==> config.mk <==
export PLATFORM = sky130hd
export DESIGN_NAME = fetch_stall_controller
export DESIGN_NICKNAME = d
export VERILOG_FILES = /design/src/rtl/fetch_ctrl_pkg.sv /design/src/rtl/fetch_watchdog.sv /design/src/rtl/fetch_stall_controller.sv
export SDC_FILE = /design/constraint.sdc
export NUM_CORES = 1
export LEC_CHECK = 0
export ABC_AREA = 1
export ABC_CLOCK_PERIOD_IN_PS = 1350
export BUFFER_PORTS_ARGS = -buffer_cell sky130_fd_sc_hd__buf_2
export CORE_AREA = 2 2 39 41
export DETAILED_ROUTE_END_ITERATION = 16
export DIE_AREA = 0 0 41 43
export PLACE_DENSITY = 0.7
export SLEW_MARGIN = 20
export SYNTH_ARGS = -nofsm -noshare
export SYNTH_HDL_FRONTEND = slang
export SYNTH_SLANG_ARGS = --single-unit
==> constraint.sdc <==
create_clock -name Clk -period 1.35 [get_ports Clk]
set_input_delay 0.2025 -clock Clk [delete_from_list [all_inputs] [get_ports Clk]]
set_output_delay 0.2025 -clock Clk [all_outputs]
set_load 0.05 [all_outputs]
==> src/rtl/fetch_ctrl_pkg.sv <==
// Shared types and constants for the fetch stall controller and its watchdog.
// Latency: none, declarations only. Backpressure: none.
package fetch_ctrl_pkg;

  typedef enum logic {
    RUN  = 1'b0,
    MISS = 1'b1
  } fetch_state_e;

  // Instruction the IF/ID register takes in place of the fetched word on a flush.
  localparam logic [31:0] NOP_INST = 32'h0000_0000;

endpackage

==> src/rtl/fetch_watchdog.sv <==
// Refill watchdog: counts MISS cycles, fires when TIMEOUT passes without a refill, keeps a sticky flag.
// Latency: expire is combinational and timeout_flag is registered. Backpressure: none.
module fetch_watchdog #(
  parameter int TIMEOUT  = 64,
  parameter int TO_WIDTH = 7
) (
  input  logic clk,
  input  logic reset,
  input  logic start,
  input  logic run,
  input  logic done,
  output logic expire,
  output logic timeout_flag
);

  logic [TO_WIDTH-1:0] count_q, count_d;
  logic                flag_q, flag_d;

  // While in MISS, count_q is the number of MISS cycles already elapsed. A refill arriving in the last allowed cycle still wins.
  always_comb begin
    expire  = run && !done && (count_q == TO_WIDTH'(TIMEOUT - 1));
    count_d = count_q;
    if (start) begin
      count_d = '0;
    end else if (run) begin
      count_d = count_q + TO_WIDTH'(1);
    end
    flag_d = flag_q | expire;
  end

  always_ff @(posedge clk) begin
    if (reset) begin
      count_q <= '0;
      flag_q  <= 1'b0;
    end else begin
      count_q <= count_d;
      flag_q  <= flag_d;
    end
  end

  assign timeout_flag = flag_q;

endmodule

==> src/rtl/fetch_stall_controller.sv <==
// IF stage sequencer that drives PC and IF/ID enables, the flush, and the I-cache refill FSM. Optional counters are enabled by FETCH_PERF_CNT_EN.
// Latency: outputs are combinational from the state and the inputs, and a miss costs at least 2 cycles. Backpressure: memRead is held until memReady arrives or the watchdog fires.
module fetch_stall_controller
  import fetch_ctrl_pkg::*;
#(
  parameter int TIMEOUT  = 64,
  parameter int TO_WIDTH = 7
`ifdef FETCH_PERF_CNT_EN
  ,
  parameter int CNT_WIDTH = 32
`endif
) (
  input  logic Clk,
  input  logic Reset,
  input  logic hit,
  input  logic memReady,
  input  logic loadUseHazard,
  input  logic branchTaken,
  output logic pcWrite,
  output logic ifidWrite,
  output logic ifidFlush,
  output logic memRead,
  output logic missTimeout,
  output logic inMiss
`ifdef FETCH_PERF_CNT_EN
  ,
  output logic [CNT_WIDTH-1:0] missCount,
  output logic [CNT_WIDTH-1:0] stallCycles
`endif
);

  fetch_state_e state_q, state_d;
  logic         wd_start, wd_run, wd_expire;

  always_comb begin
    state_d   = state_q;
    pcWrite   = 1'b0;
    ifidWrite = 1'b0;
    ifidFlush = 1'b0;
    memRead   = 1'b0;
    inMiss    = 1'b0;
    wd_start  = 1'b0;
    wd_run    = 1'b0;

    if (Reset) begin
      ifidWrite = 1'b1;
      ifidFlush = 1'b1;
      state_d   = RUN;
    end else begin
      case (state_q)
        RUN: begin
          if (branchTaken) begin
            pcWrite   = 1'b1;
            ifidWrite = 1'b1;
            ifidFlush = 1'b1;
          end else if (!hit) begin
            memRead   = 1'b1;
            ifidFlush = 1'b1;
            ifidWrite = !loadUseHazard;
            wd_start  = 1'b1;
            state_d   = MISS;
          end else if (!loadUseHazard) begin
            pcWrite   = 1'b1;
            ifidWrite = 1'b1;
          end
        end
        MISS: begin
          // A redirect loads the target PC here, but the refill in flight continues.
          memRead   = 1'b1;
          inMiss    = 1'b1;
          ifidFlush = 1'b1;
          ifidWrite = !loadUseHazard;
          pcWrite   = branchTaken;
          wd_run    = 1'b1;
          if (memReady || wd_expire) begin
            state_d = RUN;
          end
        end
        default: state_d = RUN;
      endcase
    end
  end

  always_ff @(posedge Clk) begin
    if (Reset) begin
      state_q <= RUN;
    end else begin
      state_q <= state_d;
    end
  end

  fetch_watchdog #(
    .TIMEOUT (TIMEOUT),
    .TO_WIDTH(TO_WIDTH)
  ) u_watchdog (
    .clk         (Clk),
    .reset       (Reset),
    .start       (wd_start),
    .run         (wd_run),
    .done        (memReady),
    .expire      (wd_expire),
    .timeout_flag(missTimeout)
  );

`ifdef FETCH_PERF_CNT_EN
  logic [CNT_WIDTH-1:0] miss_count_q, miss_count_d;
  logic [CNT_WIDTH-1:0] stall_cycles_q, stall_cycles_d;

  // Both counters saturate so that a long run never wraps back to a small value.
  always_comb begin
    miss_count_d   = miss_count_q;
    stall_cycles_d = stall_cycles_q;
    if (state_q == RUN && state_d == MISS && !(&miss_count_q)) begin
      miss_count_d = miss_count_q + CNT_WIDTH'(1);
    end
    if (!pcWrite && !Reset && !(&stall_cycles_q)) begin
      stall_cycles_d = stall_cycles_q + CNT_WIDTH'(1);
    end
  end

  always_ff @(posedge Clk) begin
    if (Reset) begin
      miss_count_q   <= '0;
      stall_cycles_q <= '0;
    end else begin
      miss_count_q   <= miss_count_d;
      stall_cycles_q <= stall_cycles_d;
    end
  end

  assign missCount   = miss_count_q;
  assign stallCycles = stall_cycles_q;
`endif

endmodule

==> metrics.yaml <==
synthesis:
  yosysTopAreaCellShare: 0.3462
  synthArstFlopShare: 0
  ys_dominant_reg_cell: "dfxtp_1"
  yosys_warnings: 0
  synth_most_common_cell: "nand2_1"
  synth_area_per_cell_um2: 7.543
  synth.area.top_cells: "dfxtp_1, nand2_1, inv_1, nor2_1, nand3_4"
  yosysTopAreaCell: "dfxtp_1"
  synth_area_um2: 520.5
  syn-num-nets: 76
  yosys_register_bits: 9
  synth_edf_count: 0
  synth_common_cells: "nand2_1, inv_1, nor2_1"
  synth-seq-area-share: 0.3462
  syn_inst: 69
  synth_cell_types: 21
clock_tree:
  cts_tree: "built"
  cts.clk_slew.worst_paths_ns: 0.06
  root_buffer: "clkbuf_4"
  cts_sinks: 9
  cts_buffers: 3
  postCtsSetupRepairBufs: 0
  cts_max_level: 1
  clk_latency_ns: 0.26
  clk_path_buf_depth: 2
setup_path:
  crit_required_ns: 1.15
  worstSetupEndpointType: "output port"
  crit_fanout: 7
  critical_path_class: "register to output port"
  crit_path_start_kind: "register"
  critPathArrivalTime_ns: 1.08
die:
  rows: 14
  core-area_um2: 1384
  io_pins: 12
  die-width_um: 41
  die_y_um: 43
  die-area_um2: 1763
  start_util: 0.3761
grt:
  grt_pass1_wl_um: 1504
  grt_pass1_vias: 404
  grt_max_degree: 8
  grt_usage: 0.1325
  grt-ovfl-total: 0
  antenna_found_initial: 0
power:
  ir_drop_uv: 389.5
  power_w: 0.0005885
  p_leak_nw: 0.2890
  p_per_area_nw_per_um2: 913.2
sta:
  rsz0062_at_grt: "no"
  finalCriticalPeriod_ns: 1.286
  drv_slew: 0
  final.period_utilization: 0.9528
  timing.hold.ws_ns: 0.1865
  skew_ns: 0.0005544
  setup-violations-final: 0
  finalHoldViolCount: 0
  tightest_slew_ns: 0.2480
  timing.fmax_mhz: 777.4
  relSlewSlack: 0.8358
layout:
  layout.nets: 92
  seqCellArea_um2: 183.9
  fill_cells: 143
  postLayoutCellArea_um2: 644.4
  final_util: 0.4656
  drive_above_1_share: 0.3452
  stdcell_count: 100
  multi_input_area_um2: 287.8
  n_antenna_cell: 0
  area_delta_synth_final_pct: 23.80
routing:
  wl_per_cell_um: 9.460
  drc_errors: 0
  vias: 460
  finalWirelength_um: 946
  drtPass1Iterations: 4
  drtIter0Drc: 2
  vias_per_cell: 4.600
  drt.antenna.violating_nets: 0
placed_design:
  placed_area_um2: 598.1
  io_buffer_count: 11
  placed_cells: 96
  globalplace.congestion: 0.7235
  dp_hpwl_um: 744.9
min_path:
  min_path_type: "input pin to register"
job:
  maxCapViolCount: 0
status:
  status: "finished clean"
-- critical path, cell delays in order, from the launching register on --
cell	delay (ns)
dfxtp_4	0.37
nor2_4	0.11
nand2_1	0.06
o22ai_2	0.10
buf_6	0.18
-- kinds of logic (layout without fill, tap and decap cells) --
kind of cell | count (synthesis) | count (layout) | share of synthesized area
and+or+nand+nor | 33 | 33 | 0.3606
buffers and inverters | 15 | 30 | 0.1274
DFF | 9 | 9 | 0.3461
AOI/OAI and AO/OA | 8 | 8 | 0.09135
xor gates and xnor gates | 3 | 3 | 0.05049
adders and majority gates | 1 | 1 | 0.02403
-- through the flow --
step | setup WS [ns] | setup TNS, ns
after floorplan | -0.06287 | -0.06287
after global placement | 0.2036 | 0
after detailed placement | 0.1970 | 0
after CTS | 0.003220 | 0
after global routing | 0.002149 | 0
final | 0.06369 | 0
-- area by class of cell --
cell class | count | share of cell area
Clock buffer | 4 | 0.04078
Inverter | 14 | 0.08544
Multi-Input combinational cell | 45 | 0.4466
Sequential cell | 9 | 0.2854
Tap cell | 16 | 0.03107
Timing Repair Buffer | 12 | 0.1107
-- flip-flops by register name, summed over array words and instances, names as in the netlist --
register / cells
u_watchdog.timeout_flag: 1
u_watchdog.count_q: 7
state_q: 1
-- cells in the final DEF, fill, tap and decap left out --
| master | n |
|---|---|
| o22ai_2 | 1 |
| o211ai_1 | 1 |
| nand3_2 | 1 |
| dfxtp_4 | 1 |
| inv_2 | 2 |
| ha_1 | 1 |
| nand3_1 | 3 |
| xor2_1 | 1 |
| nor2_1 | 9 |
| nor3b_2 | 1 |
| nand2_1 | 13 |
| nand2_2 | 1 |
| nand3_4 | 2 |
| a21oi_2 | 1 |
| buf_4 | 1 |
| dfxtp_1 | 8 |
| inv_1 | 11 |
| buf_2 | 9 |
| inv_4 | 1 |
| buf_6 | 1 |
| clkbuf_1 | 1 |
| xnor2_1 | 2 |
| nor2_4 | 3 |
| o21ai_1 | 1 |
| clkbuf_4 | 4 |
| a21oi_1 | 4 |
-- layer usage --
layer  vias up  share of wire  routed length (um)  GRT usage
met5         -              0                   0          0
met3         4          0.035                  33    0.03141
met4         0          0.039                  37     0.1400
met1       204           0.48                 450     0.1576
li1        243              -                   -          -
met2         9           0.45                 424     0.1750
-- power breakdown --
part | total [W] | internal (W) | switching [W]
clock | 0.000214 | 0.000114 | 0.0000999
sequential | 0.000276 | 0.000269 | 0.00000708
combinational | 0.0000986 | 0.0000312 | 0.0000674
-- worst paths after layout --
check                                          start                                  to  slack (ns)  cells after the start
setup / recovery                  state_q$_SDFF_PP0_                             pcWrite        0.06                      4
setup reg to reg  u_watchdog.count_q[0]$_SDFFE_PP0N_  u_watchdog.count_q[4]$_SDFFE_PP0N_        0.21                      5
hold reg to reg   u_watchdog.timeout_flag$_SDFF_PP0_  u_watchdog.timeout_flag$_SDFF_PP0_        0.45                      2
hold / removal                                 Reset  u_watchdog.timeout_flag$_SDFF_PP0_        0.19                      2
-- what timing repair did --
action	4_1_cts	5_1_grt
endpoints found under the setup margin	4	3
resized for setup	2	6
pin swaps	0	0
hold buffers	0	0
No activity file was read; power rests on OpenSTA's default activity.
